[config.mk]
export PLATFORM = sky130hd
export DESIGN_NAME = multdiv_seq
export DESIGN_NICKNAME = d
export VERILOG_FILES = /design/src/rtl/multdiv_pkg.sv /design/src/rtl/multdiv_negate.sv /design/src/rtl/multdiv_seq.sv
export SDC_FILE = /design/constraint.sdc
export NUM_CORES = 1
export LEC_CHECK = 0
export BUFFER_PORTS_ARGS = -buffer_cell sky130_fd_sc_hd__buf_2
export CELL_PAD_IN_SITES_DETAIL_PLACEMENT = 1
export CELL_PAD_IN_SITES_GLOBAL_PLACEMENT = 1
export CORE_ASPECT_RATIO = 0.9
export CORE_UTILIZATION = 48
export CTS_BUF_LIST = sky130_fd_sc_hd__clkbuf_4 sky130_fd_sc_hd__clkbuf_8
export CTS_CLUSTER_SIZE = 40
export DETAILED_ROUTE_END_ITERATION = 8
export PLACE_DENSITY_LB_ADDON = 0.1
export SYNTH_ARGS = -nofsm -noshare
export SYNTH_HDL_FRONTEND = slang
export SYNTH_SLANG_ARGS = --single-unit
[constraint.sdc]
create_clock -name clock -period 7.1 [get_ports clock]
set_input_delay 1.065 -clock clock [delete_from_list [all_inputs] [get_ports clock]]
set_output_delay 1.065 -clock clock [all_outputs]
set_load 0.03 [all_outputs]
[src/rtl/multdiv_pkg.sv]
// Shared definitions for the sequential multiply/divide unit and the hazard
// unit's multdiv stall decode.
package multdiv_pkg;

  typedef enum logic [1:0] {
    IDLE = 2'd0,
    MULT = 2'd1,
    DIV  = 2'd2,
    DONE = 2'd3
  } state_e;

  localparam logic [4:0] ALU_MULT = 5'd6;
  localparam logic [4:0] ALU_DIV  = 5'd7;

  // A DX/XM stage holding a multdiv opcode stays frozen until the result is ready.
  function automatic logic holdStage(input logic [4:0] aluOp, input logic resultRdy);
    return ((aluOp == ALU_MULT) || (aluOp == ALU_DIV)) && !resultRdy;
  endfunction

endpackage

[src/rtl/multdiv_negate.sv]
// Conditional two's-complement negate, used both to take operand magnitudes
// and to restore the sign of the result.
module multdiv_negate #(
  parameter int WIDTH = 32
) (
  input  logic [WIDTH-1:0] value_i,
  input  logic             negate_i,
  output logic [WIDTH-1:0] result_o
);

  assign result_o = negate_i ? (~value_i + WIDTH'(1)) : value_i;

endmodule

[src/rtl/multdiv_seq.sv]
// Iterative signed multiply/divide, one bit per cycle on operand magnitudes.
// Optional overflow/divide-by-zero reporting under MULTDIV_EXCEPTION_EN.
module multdiv_seq
  import multdiv_pkg::*;
#(
  parameter int WIDTH = 32
) (
  input  logic             clock,
  input  logic             reset,
  input  logic             ctrl_MULT,
  input  logic             ctrl_DIV,
  input  logic [WIDTH-1:0] data_operandA,
  input  logic [WIDTH-1:0] data_operandB,
  output logic [WIDTH-1:0] data_result,
  output logic             data_exception,
  output logic             data_resultRDY,
  output logic             busy
);

  localparam int CNT_W = $clog2(WIDTH) + 1;

  state_e             state_q;
  logic [CNT_W-1:0]   count_q;
  logic [WIDTH-1:0]   opA_q, opB_q;
  logic [WIDTH-1:0]   hi_q, lo_q, hi_d, lo_d;
  logic [WIDTH-1:0]   result_q, result_d;
  logic               ready_q, busy_q;

  logic [WIDTH-1:0]   magA, magB, resultSigned;
  logic               resultNeg, divZero, firstStep, lastStep;
  logic [WIDTH-1:0]   hiIn, loIn, addend, diff;
  logic [WIDTH:0]     sum, shifted;

  assign resultNeg = opA_q[WIDTH-1] ^ opB_q[WIDTH-1];
  assign divZero   = (opB_q == '0);
  assign firstStep = (count_q == '0);

  multdiv_negate #(.WIDTH(WIDTH)) u_negA (
    .value_i (opA_q),
    .negate_i(opA_q[WIDTH-1]),
    .result_o(magA)
  );

  multdiv_negate #(.WIDTH(WIDTH)) u_negB (
    .value_i (opB_q),
    .negate_i(opB_q[WIDTH-1]),
    .result_o(magB)
  );

  // The first step loads the working registers straight from the latched
  // operand magnitudes, so no separate load cycle is needed.
  always_comb begin
    hiIn    = firstStep ? '0 : hi_q;
    loIn    = lo_q;
    if (firstStep) loIn = (state_q == DIV) ? magA : magB;
    addend  = loIn[0] ? magA : '0;
    sum     = {1'b0, hiIn} + {1'b0, addend};
    shifted = {hiIn, loIn[WIDTH-1]};
    diff    = shifted[WIDTH-1:0] - magB;
    if (state_q == DIV) begin
      if (shifted >= {1'b0, magB}) begin
        hi_d = diff;
        lo_d = {loIn[WIDTH-2:0], 1'b1};
      end else begin
        hi_d = shifted[WIDTH-1:0];
        lo_d = {loIn[WIDTH-2:0], 1'b0};
      end
    end else begin
      hi_d = sum[WIDTH:1];
      lo_d = {sum[0], loIn[WIDTH-1:1]};
    end
  end

  multdiv_negate #(.WIDTH(WIDTH)) u_negResult (
    .value_i (lo_d),
    .negate_i(resultNeg),
    .result_o(resultSigned)
  );

  assign result_d = ((state_q == DIV) && divZero) ? '0 : resultSigned;

`ifdef MULTDIV_EXCEPTION_EN
  logic exception_q, exception_d, mulOverflow, divOverflow;

  // Product fits only if bits above the low word match its sign; a negative
  // product of exactly 2^(WIDTH-1) is still representable.
  assign mulOverflow = (|hi_d) | (lo_d[WIDTH-1] & (~resultNeg | (|lo_d[WIDTH-2:0])));
  assign divOverflow = (opA_q == {1'b1, {(WIDTH-1){1'b0}}}) && (&opB_q);
  assign exception_d = (state_q == DIV) ? (divZero | divOverflow) : mulOverflow;
  assign lastStep    = (count_q == CNT_W'(WIDTH-1)) || ((state_q == DIV) && divZero);

  always_ff @(posedge clock or posedge reset) begin
    if (reset) begin
      exception_q <= 1'b0;
    end else if (((state_q == MULT) || (state_q == DIV)) && lastStep) begin
      exception_q <= exception_d;
    end
  end

  assign data_exception = exception_q;
`else
  assign lastStep       = (count_q == CNT_W'(WIDTH-1));
  assign data_exception = 1'b0;
`endif

  always_ff @(posedge clock or posedge reset) begin
    if (reset) begin
      state_q  <= IDLE;
      count_q  <= '0;
      opA_q    <= '0;
      opB_q    <= '0;
      hi_q     <= '0;
      lo_q     <= '0;
      result_q <= '0;
      ready_q  <= 1'b0;
      busy_q   <= 1'b0;
    end else begin
      ready_q <= 1'b0;
      case (state_q)
        IDLE, DONE: begin
          if (ctrl_MULT || ctrl_DIV) begin
            opA_q   <= data_operandA;
            opB_q   <= data_operandB;
            count_q <= '0;
            busy_q  <= 1'b1;
            state_q <= ctrl_MULT ? MULT : DIV;
          end else begin
            busy_q  <= 1'b0;
            state_q <= IDLE;
          end
        end
        MULT, DIV: begin
          hi_q    <= hi_d;
          lo_q    <= lo_d;
          count_q <= count_q + CNT_W'(1);
          if (lastStep) begin
            result_q <= result_d;
            ready_q  <= 1'b1;
            busy_q   <= 1'b0;
            state_q  <= DONE;
          end
        end
        default: state_q <= IDLE;
      endcase
    end
  end

  assign data_result    = result_q;
  assign data_resultRDY = ready_q;
  assign busy           = busy_q;

endmodule

### Word level (Yosys, flattened, before mapping)

Index checks and enable logic that the tools add are counted.

* $add $sub $neg: 6
* magnitude comparators: 1
* equality and inequality tests: 6
* mux-type cells: 23
* bitwise operators: 4
* reductions and logical operators: 9

Operator list (number)
* two-way mux 32 bit: 11
* adder 32 x 1 -> 32 bit (second input constant): 3
* inverter 32 bit: 3
* adder 32 x 32 -> 33 bit: 1
* >= comparator 33 x 32 -> 1 bit: 1
* zero test 32 bit: 1
* subtractor 32 bit: 1
* one-hot mux 6 bit (2 select lines): 1
* adder 6 x 1 -> 6 bit (second input constant): 1
* == test 6 x 5 -> 1 bit (second input constant): 1
* zero test 6 bit: 1
* two-way mux 2 bit: 3
* two-way mux 6 bit: 1
* two-way mux 1 bit: 5
* == test 2 bit (second input constant): 2
* != test 2 bit (second input constant): 2
* one-hot mux 2 bit (2 select lines): 1
* AND reduction 2 bit: 2
* OR reduction 2 bit: 2
* == test 2 x 1 -> 1 bit (second input constant): 1
* zero test 2 bit: 1
* one-hot mux 1 bit (2 select lines): 1
* logical AND 1 bit: 1
* logical OR 1 bit: 1
* XOR 1 bit: 1

* bits in registers: 170
* input bits: 68
* output and inout port bits: 35
* word-level logic and storage cells: 58

### Depth between registers and ports, before layout

Gate-level depths: netlist of the first run.

* depth after elaboration: 12
* gate-level depth with buffers: 25
* depth with buffers taken out: 21

### Hierarchy

Synthesis of the first run repeated with hierarchy kept, for this count alone.

* cell total of the unflattened synthesis: 1468
* area total of the unflattened synthesis: 13920.9 µm²

Modules (own cells, without submodules)
* multdiv_seq: instances 1, cells each 1171, area an instance 11589.9 µm², seq. area each 4254.1 µm²
* multdiv_negate: instances 3, cells each 99, area an instance 777.0 µm², seq. area each 0.0 µm²

### Least setup slack after synthesis of the first run

No wires, ideal clock.

* kind: register to register
* from: register count_q[4]
* to: register result_q[26] (netlist: data_result[26])
* setup time: 129 ps
* arrival: 5884 ps
* data required time: 6971 ps
* slack: 1087 ps
* stages on the path, launching flop included: 22
* buffers on the path: 5
* cell sequence: dfrtp_1 > or4_1 > clkbuf_1 > nor2_2 > buf_2 > buf_1 > clkbuf_1 > buf_1 > nor2_1 > ha_1 > a31o_2 > o2111ai_1 > a21o_1 > a211oi_1 > o31ai_1 > ha_1 > o21ai_0 > nor4_2 > nand4_1 > o41ai_1 > xor2_1 > o21ai_1

* cells in the longest elaborated chain, start to end: 9
* elaborated cells on any way between the ends: 12
* classes of those cells: 1 x add/sub; 1 x order compare; 1 x eq/ne; 6 x mux; 1 x bitwise; 2 x reduce/logical

RTL lines
* start: declaration: line multdiv_seq.sv:23 `logic [CNT_W-1:0] count_q;`
* start signal: assignment: line multdiv_seq.sv:135 `count_q <= count_q + CNT_W'(1);`
* zero test 6 bit: line multdiv_seq.sv:36 `assign firstStep = (count_q == '0);`
* two-way mux 32 bit (on tied branches): line multdiv_seq.sv:55, multdiv_seq.sv:53
* >= comparator 33 x 32 -> 1 bit: line multdiv_seq.sv:61 `if (shifted >= {1'b0, magB}) begin`
* two-way mux 1 bit: line multdiv_seq.sv:61
* two-way mux 32 bit: line multdiv_seq.sv:60 `if (state_q == DIV) begin`
* inverter 32 bit: line multdiv_negate.sv:11 `assign result_o = negate_i ? (~value_i + WIDTH'(1)) : value_i;`
* adder 32 x 1 -> 32 bit: line multdiv_negate.sv:11
* two-way mux 32 bit: line multdiv_negate.sv:11
* two-way mux 32 bit: line multdiv_seq.sv:80 `assign result_d = ((state_q == DIV) && divZero) ? '0 : resultSigned;`
* end signal: assignment: line multdiv_seq.sv:137 `result_q <= result_d;`
* end: declaration: line multdiv_seq.sv:26 `logic [WIDTH-1:0] result_q, result_d;`

Parallel ways exist; a longest one is shown, timed or not.
A chain may end at the register's enable or synchronous reset.

### Worst setup path after layout of the first run

* from: register opB_q[0]
* to: register result_q[26] (netlist: data_result[26])

* cells in the longest elaborated chain, start to end: 12
* elaborated cells on any way between the ends: 14
* classes of those cells: 2 x add/sub; 1 x order compare; 7 x mux; 2 x bitwise; 2 x reduce/logical

RTL lines
* start: declaration: line multdiv_seq.sv:24 `logic [WIDTH-1:0] opA_q, opB_q;`
* start signal: assignment: line multdiv_seq.sv:123 `opB_q <= data_operandB;`
* inverter 32 bit: line multdiv_negate.sv:11
* adder 32 x 1 -> 32 bit: line multdiv_negate.sv:11
* two-way mux 32 bit: line multdiv_negate.sv:11
* two-way mux 32 bit (2 in a row): line multdiv_seq.sv:55 `if (firstStep) loIn = (state_q == DIV) ? magA : magB;`
* >= comparator 33 x 32 -> 1 bit: line multdiv_seq.sv:61
* two-way mux 1 bit: line multdiv_seq.sv:61
* two-way mux 32 bit: line multdiv_seq.sv:60
* inverter 32 bit: line multdiv_negate.sv:11
* adder 32 x 1 -> 32 bit: line multdiv_negate.sv:11
* two-way mux 32 bit: line multdiv_negate.sv:11
* two-way mux 32 bit *: line multdiv_seq.sv:80

Every way passes the cells marked *; elsewhere a longest branch is shown, timed or not.

==> key figures, run 1 <==
Global routing
  • Initial antenna violation count: 4
  • GRT overflow: 0
  • GRT Total Usage: 36.20%
  • First-pass GRT wire length: 84.01 mm
  • Largest net degree at the start of global routing: 102
  • Vias in the first global route: 13880

Timing
  • Final Setup Violations: 0
  • Tmin final: 6661 ps
  • Max Clock Skew: 20.45 ps
  • Final setup TNS: 0 ps
  • Slew HR: 9.598%
  • Crit share post-route: 93.82%
  • Final-report max-slew violation count: 0
  • Max Freq: 0.1501 GHz
  • RSZ-0062 raised after global routing: false
  • Tightest Pin Transition: 1346 ps
  • Final hold viol count: 0

Route
  • Via count: 13880
  • Final routed DRC violation total: 0
  • DRT Wirelength: 54.66 mm
  • Wire per inst: 25.36 µm
  • Via/cell ratio: 6.440
  • Drt pass-1 iters: 5
  • Antenna viol nets, final: 0
  • Number of DRC markers in iteration 0: 1163

Yosys
  • Post-synth cell types: 94
  • Syn Std Cell Area: 14390 µm²
  • Sequential fraction of the synthesis area: 29.56%
  • Yosys top cell area share: 29.56%
  • Avg Inst Size Synth: 8.490 µm²
  • Syn Nets: 1835
  • Async SR Flop Fraction: 100.0%
  • Commonest register cell after synthesis: dfrtp_1
  • Post-Syn Instances: 1695
  • Yosys warns: 0
  • Post-synth EDFFs: 0
  • Leading area contributor after synthesis: dfrtp_1
  • #FFs+latches synth: 170
  • Synth area leaders: dfrtp_1 (30%), mux2_2 (7.6%), ha_1 (6.1%)

Clocking
  • CTS root buffer: clkbuf_8
  • H-tree Lvls: 4
  • CTS tree: yes
  • CTS Buffer Depth: 2
  • Postcts setup bufs: 0
  • Skew-Pair Late Insertion Delay: 500 ps
  • CTS Sinks: 170
  • Reg clk slew, reported paths: 100 ps
  • Cts bufs inserted: 17

Setup path
  • CP cell instances: inv_1 -> ha_1 -> or4b_1 -> nor2_1 -> nand4_1 -> a21bo_2 -> a21boi_0 -> ha_1 -> a211o_1 -> nand4_1 -> a21oi_1 -> nor3_1 -> o211ai_1 -> o31ai_2 -> ha_1 -> o21ai_0 -> nor4_2 -> nand4_1 -> o41ai_1 -> xor2_1 -> o21ai_1
  • Kind of critical path: flip-flop to flip-flop
  • Worst EP required: 7460 ps
  • CP endpoint kind: flip-flop
  • CP max FO: 7
  • Largest stage delay, worst path: 610 ps
  • Startpoint Class: flip-flop
  • CP max stage cell: or4b_1
  • WP data arrival: 7020 ps

Hold path
  • HP Class: flip-flop to flip-flop

Die
  • Area of the core: 29160 µm²
  • Initial core utilization: 49.35%
  • Die H: 166.3 µm
  • Die Span X: 184.5 µm
  • Total I/O pin count: 103
  • FP Rows: 59
  • Die area: 30680 µm²

Job
  • Max-cap violations: 0

Cells and area
  • N_diodes: 0
  • Syn-to-layout area delta: 9.077%
  • Final net count: 1887
  • Layout cells sized above 1: 18.02%

Placement
  • Routability Congestion: 0.9661
  • Post-DP HPWL: 42.35 mm
  • I/O Buffers: 101

Status
  • Status: completed
-- area by class of cell --
cell class / instances / area [µm²]
Inverter: 55 / 211.5
Tap cell: 396 / 495.5
Timing Repair Buffer: 132 / 738.2
Fill cell: 3522 / 13460
Sequential cell: 170 / 4254
Multi-Input combinational cell: 1371 / 9598
Clock buffer: 20 / 262.8
Clock inverter: 11 / 136.4
-- cells in the mapped netlist, drive strengths merged, types with 5 or more instances --
library cell,instances
xor2,64
inv,54
buf,20
a211o,14
and3,14
xnor2,66
nand4,26
dfrtp,170
mux4,8
a21boi,5
a21o,17
and2,31
o21ai,143
nand2,129
a211oi,24
or4,15
nor3,44
a31oi,12
a22oi,9
o22ai,5
o21a,16
o21bai,6
ha,70
nor2b,28
nand3,32
mux2i,17
mux2,97
clkbuf,79
o41ai,13
nor2,141
a41o,5
o311ai,6
or2,12
nor4,20
a21oi,137
a41oi,8
o211ai,13
or3,15
nand2b,23
o31ai,17
-- critical path, delay by kind of cell, from the launching register on --
family / cells / cell delay, ps
AO/OA/AOI/OAI: 9 / 2390
AND/OR/NAND/NOR: 7 / 2460
buffers and inverters: 1 / 130
adder cells (fa/ha/maj): 3 / 890
XOR/XNOR: 1 / 190
flip-flops: 1 / 490
-- per-stage QoR --
step / cells / utilization [%] / instance area [µm²] / hold WS [ps] / setup slack (ps)
5_1_grt: 2155 / 53.83 / 15700 / 514.5 / 119.2
6_report: 2155 / 53.83 / 15700 / 480.9 / 438.5
4_1_cts: 2155 / 53.79 / 15690 / 489.0 / 441.9
3_3_place_gp: 2124 / 52.42 / 15290 / 457.4 / 779.3
2_1_floorplan: 1695 / - / 14390 / 442.9 / 1087
3_5_place_dp: 2124 / 52.42 / 15290 / 464.7 / 494.4
-- worst paths after layout --
path	from	to	slack, ps	cells after the start
setup / recovery	opB_q[0]	data_result[26]	440	21
hold / removal	data_result[13]	data_result[13]	480	2
setup reg to reg	opB_q[0]	data_result[26]	440	21
hold reg to reg	data_result[13]	data_result[13]	480	2
max in group asynchronous	reset	opB_q[21]	4850	3
min in group asynchronous	reset	opB_q[6]	770	2
-- cell families (layout without fill, tap and decap cells) --
| group | after synthesis | count (layout) | synth area share [%] |
|---|---|---|---|
| buf+inv | 154 | 218 | 4.191 |
| mux | 122 | 122 | 10.03 |
| flops | 170 | 170 | 29.56 |
| xor+xnor | 130 | 130 | 7.912 |
| simple gates | 551 | 551 | 19.81 |
| compound gates | 495 | 495 | 22.11 |
| fa+ha+maj | 72 | 72 | 6.365 |
| other cells | 1 | 1 | 0.02606 |
-- registers in the layout, indices dropped and copies added (netlist names) --
register,count
data_result,32
hi_q,32
lo_q,32
opA_q,32
opB_q,32
count_q,6
state_q,2
busy,1
data_resultRDY,1
-- metal layers --
layer,vias up,part of all wire [%],GRT usage [%]
li1,6310,-,-
met1,6969,45,50.39
met2,500,44,55.31
met3,94,6.6,6.404
met4,6,3.9,14.53
met5,-,0.090,0
-- placed cells by master, fill, tap and decap left out, types with 8 or more instances in the layout --
master,n
or4_1,13
o21ai_0,138
o211ai_1,13
nand2b_1,23
nand2_1,129
clkbuf_8,18
nor3_1,42
mux4_2,8
nor2_1,139
a21o_1,17
o41ai_1,10
and3_1,14
a211o_1,14
a21oi_1,137
mux2i_1,17
o31ai_1,15
xnor2_1,66
nor4_1,14
nand4_1,25
or2_2,11
ha_1,69
dfrtp_1,170
o21a_1,16
and2_1,31
buf_4,31
a31oi_1,12
or3_1,15
a22oi_1,9
mux2_2,97
a211oi_1,24
inv_1,52
nand3_1,32
nor2b_1,28
buf_2,101
a41oi_1,8
xor2_1,64
-- repair_timing --
| item | CTS | global route |
|---|---|---|
| gates resized for setup | 0 | 2 |
| hold buffers | 0 | 0 |
| hold endpoints to repair | 0 | 0 |
| endpoints found under the setup margin | 0 | 3 |
Power of run 1 is left out: the tool's default activity adds up to more than one toggle a clock period on the data nets, which glitch-free logic cannot reach.
==> run 2, diff against run 1 <==
--- a/config.mk
+++ b/config.mk
@@ -14,6 +14,7 @@
 export CTS_CLUSTER_SIZE = 40
 export DETAILED_ROUTE_END_ITERATION = 8
 export PLACE_DENSITY_LB_ADDON = 0.1
+export RECOVER_POWER = 25
 export SYNTH_ARGS = -nofsm -noshare
 export SYNTH_HDL_FRONTEND = slang
 export SYNTH_SLANG_ARGS = --single-unit
==> key figures, run 2 (same netlist as run 1, synthesis figures left out) <==
Setup path
  • Worst EP required: 7460 ps (about the same)
  • CP max FO: 7 (unchanged)
  • CP cell instances: inv_1 -> ha_1 -> or4b_1 -> nor2_1 -> nand4_1 -> a21bo_2 -> a21boi_0 -> ha_1 -> a211o_1 -> nand4_1 -> a21oi_1 -> nor3_1 -> o211ai_1 -> o31ai_2 -> ha_1 -> o21ai_0 -> nor4_2 -> nand4_1 -> o41ai_1 -> xor2_1 -> o21ai_1
  • Kind of critical path: flip-flop to flip-flop
  • Reg2reg start: opB_q[0]
  • Startpoint Class: flip-flop
  • Largest stage delay, worst path: 600 ps (about the same)
  • Crit path buffers/inverters: 1 (unchanged)
  • WP data arrival: 7020 ps (about the same)
  • R2r setup slk: 440 ps (about the same)
  • FF-to-FF End: data_result[26]
  • CP endpoint kind: flip-flop
  • Worst R2R Path Depth: 21 (unchanged)
  • CP max stage cell: or4b_1
  • CP top delay family: simple AND/OR/NAND/NOR gates

Die
  • FP Rows: 59 (unchanged)
  • Die Span X: 184.5 µm (unchanged)
  • Die H: 166.3 µm (unchanged)
  • Initial core utilization: 49.35% (unchanged)
  • Total I/O pin count: 103 (unchanged)
  • Die area: 30680 µm² (unchanged)
  • Area of the core: 29160 µm² (unchanged)

Route
  • Final routed DRC violation total: 0 (unchanged)
  • Via/cell ratio: 6.439 (about the same)
  • Wire per inst: 25.31 µm (-0.21%)
  • Antenna viol nets, final: 0 (unchanged)
  • Number of DRC markers in iteration 0: 1172 (+0.77%)
  • Via count: 13880 (+0.022%)
  • DRT Wirelength: 54.57 mm (-0.16%)
  • Drt pass-1 iters: 5 (unchanged)

Global routing
  • GRT overflow: 0 (unchanged)
  • Initial antenna violation count: 4 (unchanged)
  • Largest net degree at the start of global routing: 102 (unchanged)
  • GRT Total Usage: 36.20% (unchanged)
  • Vias in the first global route: 13880 (unchanged)
  • First-pass GRT wire length: 84.01 mm (unchanged)

Timing
  • Max Freq: 0.1501 GHz (about the same)
  • Final Setup Violations: 0 (unchanged)
  • Crit share post-route: 93.85% (about the same)
  • Tightest Pin Transition: 4785 ps (+3439 ps)
  • Final hold viol count: 0 (unchanged)
  • RSZ-0062 raised after global routing: false
  • Slew HR: -220.8% (-230 points)
  • Max Clock Skew: 21.17 ps (+0.7212 ps)
  • Final setup TNS: 0 ps (unchanged)
  • Tmin final: 6664 ps (+2.123 ps)
  • Final-report max-slew violation count: 162 (+162)

Placement
  • Post-DP HPWL: 42.35 mm (unchanged)
  • I/O Buffers: 101 (unchanged)
  • Routability Congestion: 0.9661 (unchanged)

Clocking
  • CTS Buffer Depth: 2 (unchanged)
  • CTS Sinks: 170 (unchanged)
  • Skew-Pair Late Insertion Delay: 500 ps (about the same)
  • Postcts setup bufs: 0 (unchanged)
  • Cts bufs inserted: 17 (unchanged)
  • # hold bufs at CTS: 0 (unchanged)
  • H-tree Lvls: 4 (unchanged)
  • CTS root buffer: clkbuf_8
  • CTS tree: yes
  • PostCTS Resize Cnt: 0 (unchanged)
  • Reg clk slew, reported paths: 100 ps (about the same)

Hold path
  • Hold depth: 2 (unchanged)
  • Hold_sp: data_result[13]
  • Hold EP: data_result[13]
  • HP Class: flip-flop to flip-flop

Cells and area
  • Most common cell after layout, fill and taps aside: dfrtp_1
  • Layout cells sized above 1: 17.96% (-0.057 points)
  • Commonest non-fill, non-tap cells in the layout: dfrtp_1 (170), nor2_1 (139), o21ai_0 (138), a21oi_1 (137), nand2_1 (129)
  • Syn-to-layout area delta: 8.982% (about the same)
  • Layout fillers: 3524 (+0.057%)
  • Final net count: 1887 (unchanged)

Job
  • Max-cap violations: 2 (+2)

Status
  • Status: finished with violations
  • Failing checks: max-capacitance violations, max-slew violations
==> run 2: area by class of cell <==
| cell class | count | area, µm² | area share, % |
|---|---|---|---|
| Clock buffer | 20 | 262.8 | 1.675 |
| Multi-Input combinational cell | 1371 | 9585 | 61.12 |
| Clock inverter | 11 | 136.4 | 0.8696 |
| Antenna cell | 1 | 2.502 | 0.01596 |
| Inverter | 55 | 207.7 | 1.324 |
| Tap cell | 396 | 495.5 | 3.159 |
| Timing Repair Buffer | 132 | 738.2 | 4.707 |
| Sequential cell | 170 | 4254 | 27.13 |
==> run 2: worst min-delay path, stage by stage (launching register included) <==
cell,delay (ps)
dfrtp_1,350
nand2_1,40
o21ai_0,60
==> run 2: worst max path at each step <==
stage	from	endpoint	slack [ps]	cells past startpoint
after floorplan	count_q[4]	data_result[26]	1090	21
after global placement	opB_q[0]	data_result[26]	780	21
after detailed placement	opB_q[15]	data_result[26]	490	18
after CTS	opB_q[15]	data_result[26]	440	18
after global routing	opB_q[0]	data_result[28]	120	21
final	opB_q[0]	data_result[26]	440	21
==> run 2: per-stage QoR <==
step / hold slack [ps] / instance area, µm² / instances / util, % / setup slack (ps)
after floorplan: 442.9 / 14390 / 1695 / - / 1087
after global placement: 457.4 / 15290 / 2124 / 52.42 / 779.3
after detailed placement: 464.7 / 15290 / 2124 / 52.42 / 494.4
after CTS: 489.0 / 15690 / 2155 / 53.79 / 441.9
after global routing: 514.5 / 15680 / 2155 / 53.77 / 119.2
final: 480.6 / 15680 / 2156 / 53.78 / 436.4
==> run 2: routing by layer <==
| layer | track usage, % | wire, µm | share of wire (%) | vias to the layer above |
|---|---|---|---|---|
| li1 | - | - | - | 6310 |
| met1 | 50.39 | 24240 | 44 | 6935 |
| met2 | 55.31 | 24270 | 44 | 544 |
| met3 | 6.404 | 3973 | 7.3 | 89 |
| met4 | 14.53 | 2061 | 3.8 | 4 |
| met5 | 0 | 32 | 0.059 | - |
Power of run 2 is left out for the same reason.
==> run 3, diff against run 2 <==
--- a/config.mk
+++ b/config.mk
@@ -9,6 +9,7 @@
 export CELL_PAD_IN_SITES_DETAIL_PLACEMENT = 1
 export CELL_PAD_IN_SITES_GLOBAL_PLACEMENT = 1
 export CORE_ASPECT_RATIO = 0.9
+export CORE_MARGIN = 4
 export CORE_UTILIZATION = 48
 export CTS_BUF_LIST = sky130_fd_sc_hd__clkbuf_4 sky130_fd_sc_hd__clkbuf_8
 export CTS_CLUSTER_SIZE = 40
==> key figures, run 3 (same netlist as run 1, synthesis figures left out) <==
Setup path
  • CP top delay family: simple AND/OR/NAND/NOR gates
  • Startpoint Class: flip-flop
  • CP endpoint kind: flip-flop
  • CP cell instances: inv_1 -> ha_1 -> or4b_1 -> nor2_1 -> nand4_1 -> a21bo_2 -> a21boi_0 -> ha_1 -> a211o_1 -> nand4_1 -> a21oi_1 -> nor3_1 -> o211ai_1 -> o31ai_2 -> ha_1 -> o21ai_0 -> nor4_2 -> nand4_1 -> o41ai_1 -> xor2_1 -> o21ai_0
  • Worst EP required: 7450 ps (about the same)
  • CP max FO: 7 (unchanged)
  • WP data arrival: 7090 ps (+70 ps)
  • Crit path buffers/inverters: 1 (unchanged)
  • Largest stage delay, worst path: 610 ps (about the same)
  • CP max stage cell: or4b_1
  • Kind of critical path: flip-flop to flip-flop

Timing
  • Tmin final: 6740 ps (+76.03 ps)
  • Slew HR: -85.51% (+140 points)
  • Crit share post-route: 94.92% (+1.1 points)
  • Final setup TNS: 0 ps (unchanged)
  • Final hold viol count: 0 (unchanged)
  • Max Clock Skew: 19.07 ps (-2.097 ps)
  • RSZ-0062 raised after global routing: false
  • Tightest Pin Transition: 2767 ps (-2018 ps)
  • Final-report max-slew violation count: 169 (+4.3%)
  • Final Setup Violations: 0 (unchanged)
  • Max Freq: 0.1484 GHz (-1.1%)
  • Hold_ws: 482.4 ps (+1.775 ps)

Clocking
  • Cts bufs inserted: 17 (unchanged)
  • Reg clk slew, reported paths: 110 ps (about the same)
  • CTS root buffer: clkbuf_8
  • PostCTS Resize Cnt: 0 (unchanged)
  • # hold bufs at CTS: 0 (unchanged)
  • Skew-Pair Late Insertion Delay: 500 ps (about the same)
  • Postcts setup bufs: 0 (unchanged)
  • CTS tree: yes
  • CTS Sinks: 170 (unchanged)
  • CTS Buffer Depth: 2 (unchanged)
  • H-tree Lvls: 4 (unchanged)

Die
  • Total I/O pin count: 103 (unchanged)
  • Die area: 32820 µm² (+7.0%)
  • Area of the core: 29230 µm² (+0.25%)
  • Initial core utilization: 49.23% (-0.12 points)
  • FP Rows: 59 (unchanged)
  • Die Span X: 190.5 µm (+3.3%)
  • Die H: 172.3 µm (+3.6%)

Global routing
  • First-pass GRT wire length: 85.01 mm (+1.2%)
  • Largest net degree at the start of global routing: 69 (-32%)
  • GRT Total Usage: 33.59% (-2.6 points)
  • Initial antenna violation count: 0 (-4)
  • GRT overflow: 0 (unchanged)
  • Vias in the first global route: 14020 (+1.0%)

Route
  • Wire per inst: 25.69 µm (+1.5%)
  • Final routed DRC violation total: 0 (unchanged)
  • DRT Wirelength: 55.38 mm (+1.5%)
  • Antenna viol nets, final: 0 (unchanged)
  • Via/cell ratio: 6.494 (+0.85%)
  • Via count: 14000 (+0.85%)
  • Drt pass-1 iters: 5 (unchanged)
  • Number of DRC markers in iteration 0: 1275 (+8.8%)

Cells and area
  • Commonest non-fill, non-tap cells in the layout: dfrtp_1 (170), nor2_1 (139), o21ai_0 (138), a21oi_1 (137), nand2_1 (129)
  • N_diodes: 0 (-1)
  • Register area: 4254 µm² (unchanged)
  • Area of the multi-input gates: 9585 µm² (unchanged)
  • Syn-to-layout area delta: 9.156%
  • Final net count: 1888 (+0.053%)
  • Layout cells sized above 1: 17.95% (about the same)
  • Layout fillers: 3559 (+0.99%)
  • Most common cell after layout, fill and taps aside: dfrtp_1

Hold path
  • HP Class: flip-flop to flip-flop

Placement
  • Routability Congestion: 0.9714 (+0.55%)
  • I/O Buffers: 101 (unchanged)
  • Post-DP HPWL: 42.79 mm (+1.0%)

Status
  • Status: finished with violations
  • Failing checks: max-capacitance violations, max-slew violations

Job
  • Max-cap violations: 3 (+1)
## run 3: through the flow
step | setup WS (ps) | area (µm²) | instances | util (%)
global route | 12.61 | 15710 | 2156 | 53.73
global placement | 668.5 | 15290 | 2125 | 52.32
CTS | 392.8 | 15720 | 2156 | 53.76
floorplan | 1087 | 14390 | 1695 | -
detailed placement | 403.2 | 15290 | 2125 | 52.32
finish | 360.4 | 15710 | 2156 | 53.73
## run 3: worst paths after layout
path | startpoint | to | slack, ps | cells past startpoint
worst min-delay path | data_result[1] | data_result[1] | 480 | 2
worst max register to register | opB_q[0] | data_result[28] | 360 | 21
min in group asynchronous | reset | opB_q[7] | 1340 | 2
worst min register to register | data_result[1] | data_result[1] | 480 | 2
worst max-delay path | opB_q[0] | data_result[28] | 360 | 21
max in group asynchronous | reset | opB_q[21] | 2260 | 3
## run 3: layout make-up
type                       count  share of cell area [%]
clock inverter                11                   1.020
timing repair buffer         133                   4.724
clock buffer                  20                   1.673
inverter                      55                   1.322
multi-input combinational   1371                   61.02
tap                          396                   3.154
sequential                   170                   27.08
## run 3: layer usage
metal | GRT usage (%) | share of wire (%) | up-vias
li1 | - | - | 6308
met3 | 4.905 | 7.5 | 91
met5 | 0 | 0 | -
met1 | 48.13 | 45 | 7006
met4 | 10.90 | 3.3 | 0
met2 | 52.65 | 44 | 595
## run 3: tightest hold or removal path, stage by stage, from the launching register on
cell and delay (ps):
dfrtp_1 350, nand2_1 40, o21ai_0 60
Power of run 3 is left out for the same reason.
